File: src/rtl/overlap_accumulate.sv
// Carry-less overlap accumulator: XORs SEG partial products at H-bit offsets into one
// (SEG+1)*H-1 bit result, with an optional Karatsuba middle-term correction (SEG=3 only).
module overlap_accumulate #(
   parameter int H    = 13,
   parameter int SEG  = 3,
   parameter int KARA = 0
) (
   input  logic                     clk,
   input  logic                     rst,
   input  logic                     flush,
   input  logic                     in_valid,
   output logic                     in_ready,
   input  logic [2*H-2:0]           in_data,
   output logic                     out_valid,
   input  logic                     out_ready,
   output logic [(SEG+1)*H-2:0]     out_data,
   output logic [2:0]               seg_idx
);

   localparam int          OW    = (SEG + 1) * H - 1;
   localparam logic [2:0]  LAST  = 3'(SEG - 1);
   localparam logic [0:0]  S_ACC = 1'b0;
   localparam logic [0:0]  S_OUT = 1'b1;

   logic [0:0]    r_state;
   logic [OW-1:0] r_acc;
   logic [2:0]    r_seg;
   logic [OW-1:0] w_term;
   logic          w_accept;
   logic          w_take;

   function automatic logic [OW-1:0] place(input logic [2*H-2:0] d, input int off);
      place = OW'(d) << off;
   endfunction

   assign in_ready  = (r_state == S_ACC) && !rst;
   assign out_valid = (r_state == S_OUT) && !rst;
   assign out_data  = rst ? '0 : r_acc;
   assign seg_idx   = rst ? 3'd0 : r_seg;
   assign w_accept  = in_valid && in_ready;
   assign w_take    = out_valid && out_ready;

   // Karatsuba: low and high products also fold into the middle term at offset H.
   always_comb begin
      w_term = place(in_data, int'(r_seg) * H);
      if (KARA == 1 && (r_seg == 3'd0 || r_seg == 3'd2))
         w_term = w_term ^ place(in_data, H);
   end

   always_ff @(posedge clk) begin
      if (rst || flush) begin
         r_state <= S_ACC;
         r_acc   <= '0;
         r_seg   <= 3'd0;
      end else begin
         case (r_state)
            S_ACC: begin
               if (w_accept) begin
                  r_acc <= r_acc ^ w_term;
                  if (r_seg == LAST) begin
                     r_seg   <= 3'd0;
                     r_state <= S_OUT;
                  end else begin
                     r_seg <= r_seg + 3'd1;
                  end
               end
            end
            default: begin
               if (w_take) begin
                  r_acc   <= '0;
                  r_state <= S_ACC;
               end
            end
         endcase
      end
   end

endmodule

File: config.mk
export PLATFORM = sky130hd
export DESIGN_NAME = overlap_accumulate
export DESIGN_NICKNAME = d
export VERILOG_FILES = /design/src/rtl/overlap_accumulate.sv
export SDC_FILE = /design/constraint.sdc
export NUM_CORES = 1
export LEC_CHECK = 0
export ABC_AREA = 1
export BUFFER_PORTS_ARGS = -buffer_cell sky130_fd_sc_hd__buf_4
export CELL_PAD_IN_SITES_DETAIL_PLACEMENT = 2
export CELL_PAD_IN_SITES_GLOBAL_PLACEMENT = 2
export CORE_ASPECT_RATIO = 1.1
export CORE_UTILIZATION = 26
export CTS_CLUSTER_DIAMETER = 80
export DETAILED_ROUTE_END_ITERATION = 16
export PLACE_DENSITY = 0.86
export SLEW_MARGIN = 20
export SYNTH_ARGS = -nofsm -noshare
export SYNTH_HDL_FRONTEND = slang
export SYNTH_SLANG_ARGS = --single-unit
File: constraint.sdc
create_clock -name clk -period 3.1 [get_ports clk]
set_input_delay 0.31 -clock clk [delete_from_list [all_inputs] [get_ports clk]]
set_output_delay 0.31 -clock clk [all_outputs]
set_load 0.02 [all_outputs]
==> reports/qor.txt, run 1 <==
area leader, netlist -> dfxtp_1
antenna violations before repair -> 0
htree depth -> 2
DIE HEIGHT -> 142 um
DR top layer -> met4
PD cells -> 337 nW/um2
CP required -> 3.35 ns
worst vdd ir -> 0.192 mV
global-route wire length before repair -> 32300 um
measured slew at the worst slew-check pin -> 0.652 ns
Post-Route Skew -> 0.00602 ns
CP Depth -> 14
vias in the first global route -> 6130
final worst-path cycle share -> 0.936
fillers -> 2150
Syn Nets -> 828
Setup crit start kind -> flop
TritonCTS clock tree -> done
status -> completed
CTS root buffer -> clkbuf_16
Vias/cell -> 5.24
Seq cells post-synth -> 55
Starting DRT DRC Count -> 246
GPL Wtd Cong -> 0.911
most common cell after layout, fill and taps aside -> nand3_1
vias after detailed routing -> 5697
Worst Hold Class -> input port to flop
Antenna Nets Post-Route -> 0
area share of the largest cell type after synthesis -> 0.238
Pleak -> 0.00248 uW
register area share after synthesis -> 0.238
Worst-path clk slew -> 0.08 ns
full die area -> 18400 um2
Achievable Freq -> 345 MHz
Detailed Route WL -> 20200 um
std cell rows -> 50
maxcap violations -> 0
Worst EP arrival -> 3.15 ns
RSZ-0062 raised after global routing -> false
# DRC -> 0
WS Path Type -> flop to flop
most frequent cells in the layout -> nand3_1, nand2_1, nor2_1
Clock Latency Late Sink -> 0.31 ns
DR WL/cell -> 18.6 um
layout cells sized above 1 -> 0.172
Post-Syn Area per Cell -> 5.87 um2
Max-slew headroom -> 0.561
# clock sinks -> 55
Core ar. -> 17200 um2
minimum clock period -> 2.90 ns
FF-to-FF path depth -> 14
Area Overhead vs Synth -> 21.2%
Critical Path Most Common Cell -> nand2_1
family with the most delay on the worst path -> simple AND/OR/NAND/NOR gates
CP max stage delay -> 0.47 ns
CP bufs+invs -> 3
mapped cell area -> 4640 um2
clk buf depth -> 2
Congestion Overflow GR -> 0
port bufs -> 85
final worst slack -> 0.198 ns
Worst path slowest cell -> dfxtp_1
# IOs -> 86
Setup WS pre-CTS -> 0.144 ns
final instance area -> 5620 um2
critical-path maximum fanout -> 14
total CTS buffers -> 5
wire length on met3 -> 789 um
# nets final -> 891
Register Area -> 1100 um2
worst hold stages -> 4
pins over their slew limit -> 0
Yosys cell types -> 35
Die Wd -> 129 um
Final setup viols -> 0
Placed Area -> 5420 um2
largest cells by area after synthesis -> dfxtp_1, nand3_1, nand2_1
Detailed Routing Iterations Pass 1 -> 4
Post-Syn Instances -> 790
endpoints failing hold -> 0
ant diodes -> 0
All-Layer GR Usage -> 0.227
Syn. warnings -> 0
crit path cell chain -> ha_1, inv_1, ha_1, inv_1, fa_1, nand2_1, nand2_1, inv_2, nand3_4, nor2_4, nand3_1, nand3_1, nand2_1, nor2_1
pin count of the biggest net entering global routing -> 58
routed length on met2 -> 10600 um
TNS Setup -> 0 ns
area of the multi-input gates -> 2990 um2
starting density of the core -> 0.269
WL met1 -> 8150 um
crit path capture type -> flop
HPWL after DPL -> 15600 um
## synth_stat cells, drive strengths merged
library cell	count
nand3	212
nor2	109
or2	3
fa	1
a21boi	4
a31oi	1
ha	7
inv	71
nor4	4
clkinv	3
nor3	11
clkbuf	14
o21ai	18
nand2	166
o211ai	4
buf	33
a21oi	53
nand4	20
a211oi	1
dfxtp	55
## registers in the layout, summed over array words and instances (netlist names)
register,count
r_acc,51
r_state,1
r_seg,3
## per-layer routing
metal	vias to the layer above	GRT usage
li1	2751	-
met1	2755	0.251
met2	143	0.426
met3	48	0.0293
met4	0	0.103
met5	-	0
## where the power goes
part           total, uW  switching, uW  internal [uW]
sequential           725           6.65            719
clock                690            287            403
combinational        478            344            134
## worst paths after layout
| check | startpoint | endpoint | slack [ns] |
|---|---|---|---|
| worst max-delay path | r_seg[1] | r_acc[20] | 0.20 |
| worst min-delay path | flush | r_seg[2] | 0.32 |
| worst max register to register | r_seg[1] | r_acc[20] | 0.20 |
| worst min register to register | r_acc[7] | r_acc[7] | 0.48 |
## worst register-to-register path: stages (launching register included)
cell	delay, ns
dfxtp_1	0.47
ha_1	0.30
inv_1	0.07
ha_1	0.16
inv_1	0.06
fa_1	0.43
nand2_1	0.08
nand2_1	0.09
inv_2	0.09
nand3_4	0.15
nor2_4	0.38
nand3_1	0.24
nand3_1	0.14
nand2_1	0.08
nor2_1	0.11
## metrics by stage
step                      power [uW]  hold slack, ns   util  std cells
after global placement          1190           0.469  0.315       1078
after floorplan                 1040           0.445      -        790
after CTS                       1900           0.321  0.325       1086
after detailed placement        1210           0.471  0.315       1078
after global routing            1970           0.329  0.327       1088
final                           1890           0.318  0.327       1088
## repair_timing
item | CTS | global route
buffers inserted | 0 | 2
setup endpoints to repair | 0 | 33
resized for setup | 0 | 3
hold buffers | 0 | 0
## cell type report
cell class,instances,area share
clock inverters,2,0.00623
flip-flops and latches,55,0.196
inverters,74,0.0499
clock buffers,6,0.0247
repair buffers,103,0.138
multi-input cells,614,0.533
well taps,234,0.0521
## cells by family after synthesis
| family | after synthesis | synth area share |
|---|---|---|
| compound gates | 81 | 0.0942 |
| fa+ha+maj | 8 | 0.0232 |
| buf+inv | 121 | 0.118 |
| flops | 55 | 0.238 |
| simple gates | 525 | 0.527 |
No activity file was read; power rests on OpenSTA's default activity.
==> inputs of run 2 (changes only) <==
--- a/config.mk
+++ b/config.mk
@@ -10,10 +10,11 @@
 export CELL_PAD_IN_SITES_DETAIL_PLACEMENT = 2
 export CELL_PAD_IN_SITES_GLOBAL_PLACEMENT = 2
 export CORE_ASPECT_RATIO = 1.1
-export CORE_UTILIZATION = 26
+export CORE_UTILIZATION = 27
+export CTS_BUF_LIST = sky130_fd_sc_hd__clkbuf_4 sky130_fd_sc_hd__clkbuf_8
 export CTS_CLUSTER_DIAMETER = 80
 export DETAILED_ROUTE_END_ITERATION = 16
-export PLACE_DENSITY = 0.86
+export PLACE_DENSITY = 0.88
 export SLEW_MARGIN = 20
 export SYNTH_ARGS = -nofsm -noshare
 export SYNTH_HDL_FRONTEND = slang
==> run 2 against run 1 <==
Compared with the run above: non-clock buffer count unchanged; critical path depth up 2; clock skew up 0.0072 ns; die area down 3.7%; hold slack worse by 0.057 ns; global-route usage up 0.21 points; cell count down 2.8%; largest cell class unchanged.
==> reports/qor.txt, run 2 (same netlist as run 1, synthesis figures left out) <==
layout cells sized above 1 -> 0.174 (+0.00234)
hold path start -> flush
GPL Wtd Cong -> 0.898 (-1.4%)
CP required -> 3.37 ns (+0.02 ns)
endpoints failing hold -> 0 (unchanged)
Clock Latency Late Sink -> 0.35 ns (+0.04 ns)
WS Path Type -> flop to flop
Post-Route Skew -> 0.0133 ns (+0.00725 ns)
Critical Path Most Common Cell -> nand2_1
clk buf depth -> 2 (unchanged)
CP max stage delay -> 0.43 ns (-0.04 ns)
reg2reg end -> r_acc[50]
Worst EP arrival -> 3.19 ns (+0.04 ns)
Worst-path clk slew -> 0.12 ns (+0.04 ns)
Area Overhead vs Synth -> 19.2%
Worst path slowest cell -> fa_1
pin count of the biggest net entering global routing -> 58 (unchanged)
All-Layer GR Usage -> 0.229 (+0.00206)
crit path capture type -> flop
Achievable Freq -> 342 MHz (-0.80%)
CTS root buffer -> clkbuf_8
port bufs -> 85 (unchanged)
Antenna Nets Post-Route -> 0 (unchanged)
cell count after placement -> 1046 (-3.0%)
Hold WS -> 0.261 ns (-0.0568 ns)
Reg2Reg Launch Point -> r_seg[0]
starting density of the core -> 0.280 (+0.0106)
crit path cell chain -> inv_4, ha_1, inv_1, ha_1, inv_1, fa_1, nand2_1, nand2_1, inv_2, nand3_4, nor2_4, buf_6, nand3_1, nand3_1, nand2_1, nor2_1
status -> completed
Pleak -> 0.00245 uW (-1.1%)
Final setup viols -> 0 (unchanged)
htree depth -> 2 (unchanged)
Worst Hold Class -> input port to flop
Max-slew headroom -> 0.609 (+0.0478)
total CTS buffers -> 5 (unchanged)
measured slew at the worst slew-check pin -> 0.583 ns (-0.0692 ns)
final cell count without fillers -> 1058 (-2.8%)
most frequent cells in the layout -> nand3_1, nand2_1, nor2_1
TritonCTS clock tree -> done
# IOs -> 86 (unchanged)
antenna violations before repair -> 0 (unchanged)
most common cell after layout, fill and taps aside -> nand3_1
Placed Area -> 5380 um2 (-0.74%)
# nets final -> 891 (unchanged)
full die area -> 17700 um2 (-3.7%)
DIE HEIGHT -> 139 um (-1.8%)
Detailed Routing Iterations Pass 1 -> 5 (+1)
Top Registers -> r_acc x51, r_seg x3, r_state x1
# clock sinks -> 55 (unchanged)
ant diodes -> 0 (unchanged)
R2R Setup Slk -> 0.18 ns (-0.02 ns)
largest reg by FF count -> r_acc
minimum clock period -> 2.92 ns (+0.0234 ns)
Vias/cell -> 5.45 (+4.2%)
Die Wd -> 127 um (-1.8%)
hold path endpoint -> r_seg[2]
total power -> 1670 uW (-12%)
pins over their slew limit -> 0 (unchanged)
# DRC -> 0 (unchanged)
maxcap violations -> 0 (unchanged)
std cell rows -> 49 (-2.0%)
global-route wire length before repair -> 32000 um (-0.94%)
Detailed Route WL -> 20500 um (+1.4%)
Congestion Overflow GR -> 0 (unchanged)
max reg flops -> 51 (unchanged)
FF-to-FF path depth -> 16 (+2)
DR WL/cell -> 19.4 um (+4.3%)
final worst-path cycle share -> 0.944 (+0.00755)
vias after detailed routing -> 5771 (+1.3%)
critical-path maximum fanout -> 24 (+10)
PD cells -> 303 nW/um2 (-10%)
Core ar. -> 16600 um2 (-3.8%)
vias in the first global route -> 6079 (-0.83%)
Setup crit start kind -> flop
final instance area -> 5520 um2 (-1.7%)
HPWL after DPL -> 15700 um (+0.14%)
Starting DRT DRC Count -> 323 (+31%)
CTS Hold Bufs -> 0 (unchanged)
worst hold stages -> 4 (unchanged)
worst vdd ir -> 0.160 mV (-16%)
CP startpoint -> r_seg[0]
[run 2: cell types whose count changed in the layout (fill, tap and decap cells not counted)]
cell	before	now
buf_4	102	100
clkbuf_8	1	5
buf_12	0	2
dfxtp_1	55	53
clkbuf_4	0	2
bufinv_16	1	0
clkbuf_16	5	0
dfxtp_2	0	2
[run 2: final cells by class]
| class | count | area (um2) |
|---|---|---|
| clock inverter | 1 | 5.00 |
| multi-input combinational | 614 | 2990 |
| fill | 2110 | 11000 |
| inverter | 74 | 280 |
| sequential | 55 | 1100 |
| clock buffer | 7 | 83.8 |
| timing repair buffer | 103 | 802 |
| tap | 204 | 255 |
[run 2: repair_timing]
item | CTS | global route
gates resized for setup | 0 | 5
buffers inserted | 0 | 4
endpoints found under the setup margin | 0 | 39
[run 2: worst max path at each step]
stage	endpoint	slack [ns]
floorplan	r_acc[38]	0.13
global placement	r_acc[20]	0.23
detailed placement	r_acc[44]	0.13
CTS	r_acc[20]	0.03
global route	r_acc[50]	-0.01
finish	r_acc[50]	0.18
[run 2: layer usage]
metal / vias to the layer above / part of all wire / track usage
met5: - / 0 / 0
met4: 0 / 0.038 / 0.0984
met3: 58 / 0.040 / 0.0392
met2: 161 / 0.51 / 0.418
met1: 2805 / 0.41 / 0.260
li1: 2747 / - / -
[run 2: critical path, delay by kind of cell (launching register included)]
family / cells / cell delay, ns
buffers and inverters: 5 / 0.50
and+or+nand+nor: 8 / 1.03
DFF: 1 / 0.40
adders and majority gates: 3 / 0.91
[run 2: through the flow]
stage / worst slack [ns] / setup TNS [ns] / util
final: 0.175 / 0 / 0.334
after global routing: -0.0139 / -0.0139 / 0.334
after CTS: 0.0307 / 0 / 0.330
after detailed placement: 0.126 / 0 / 0.325
after global placement: 0.227 / 0 / 0.325
after floorplan: 0.128 / 0 / -
[run 2: report_power, final]
group / switching [uW] / total [uW] / internal [uW]
clock network: 283 / 461 / 178
logic: 347 / 486 / 139
registers: 6.26 / 725 / 719
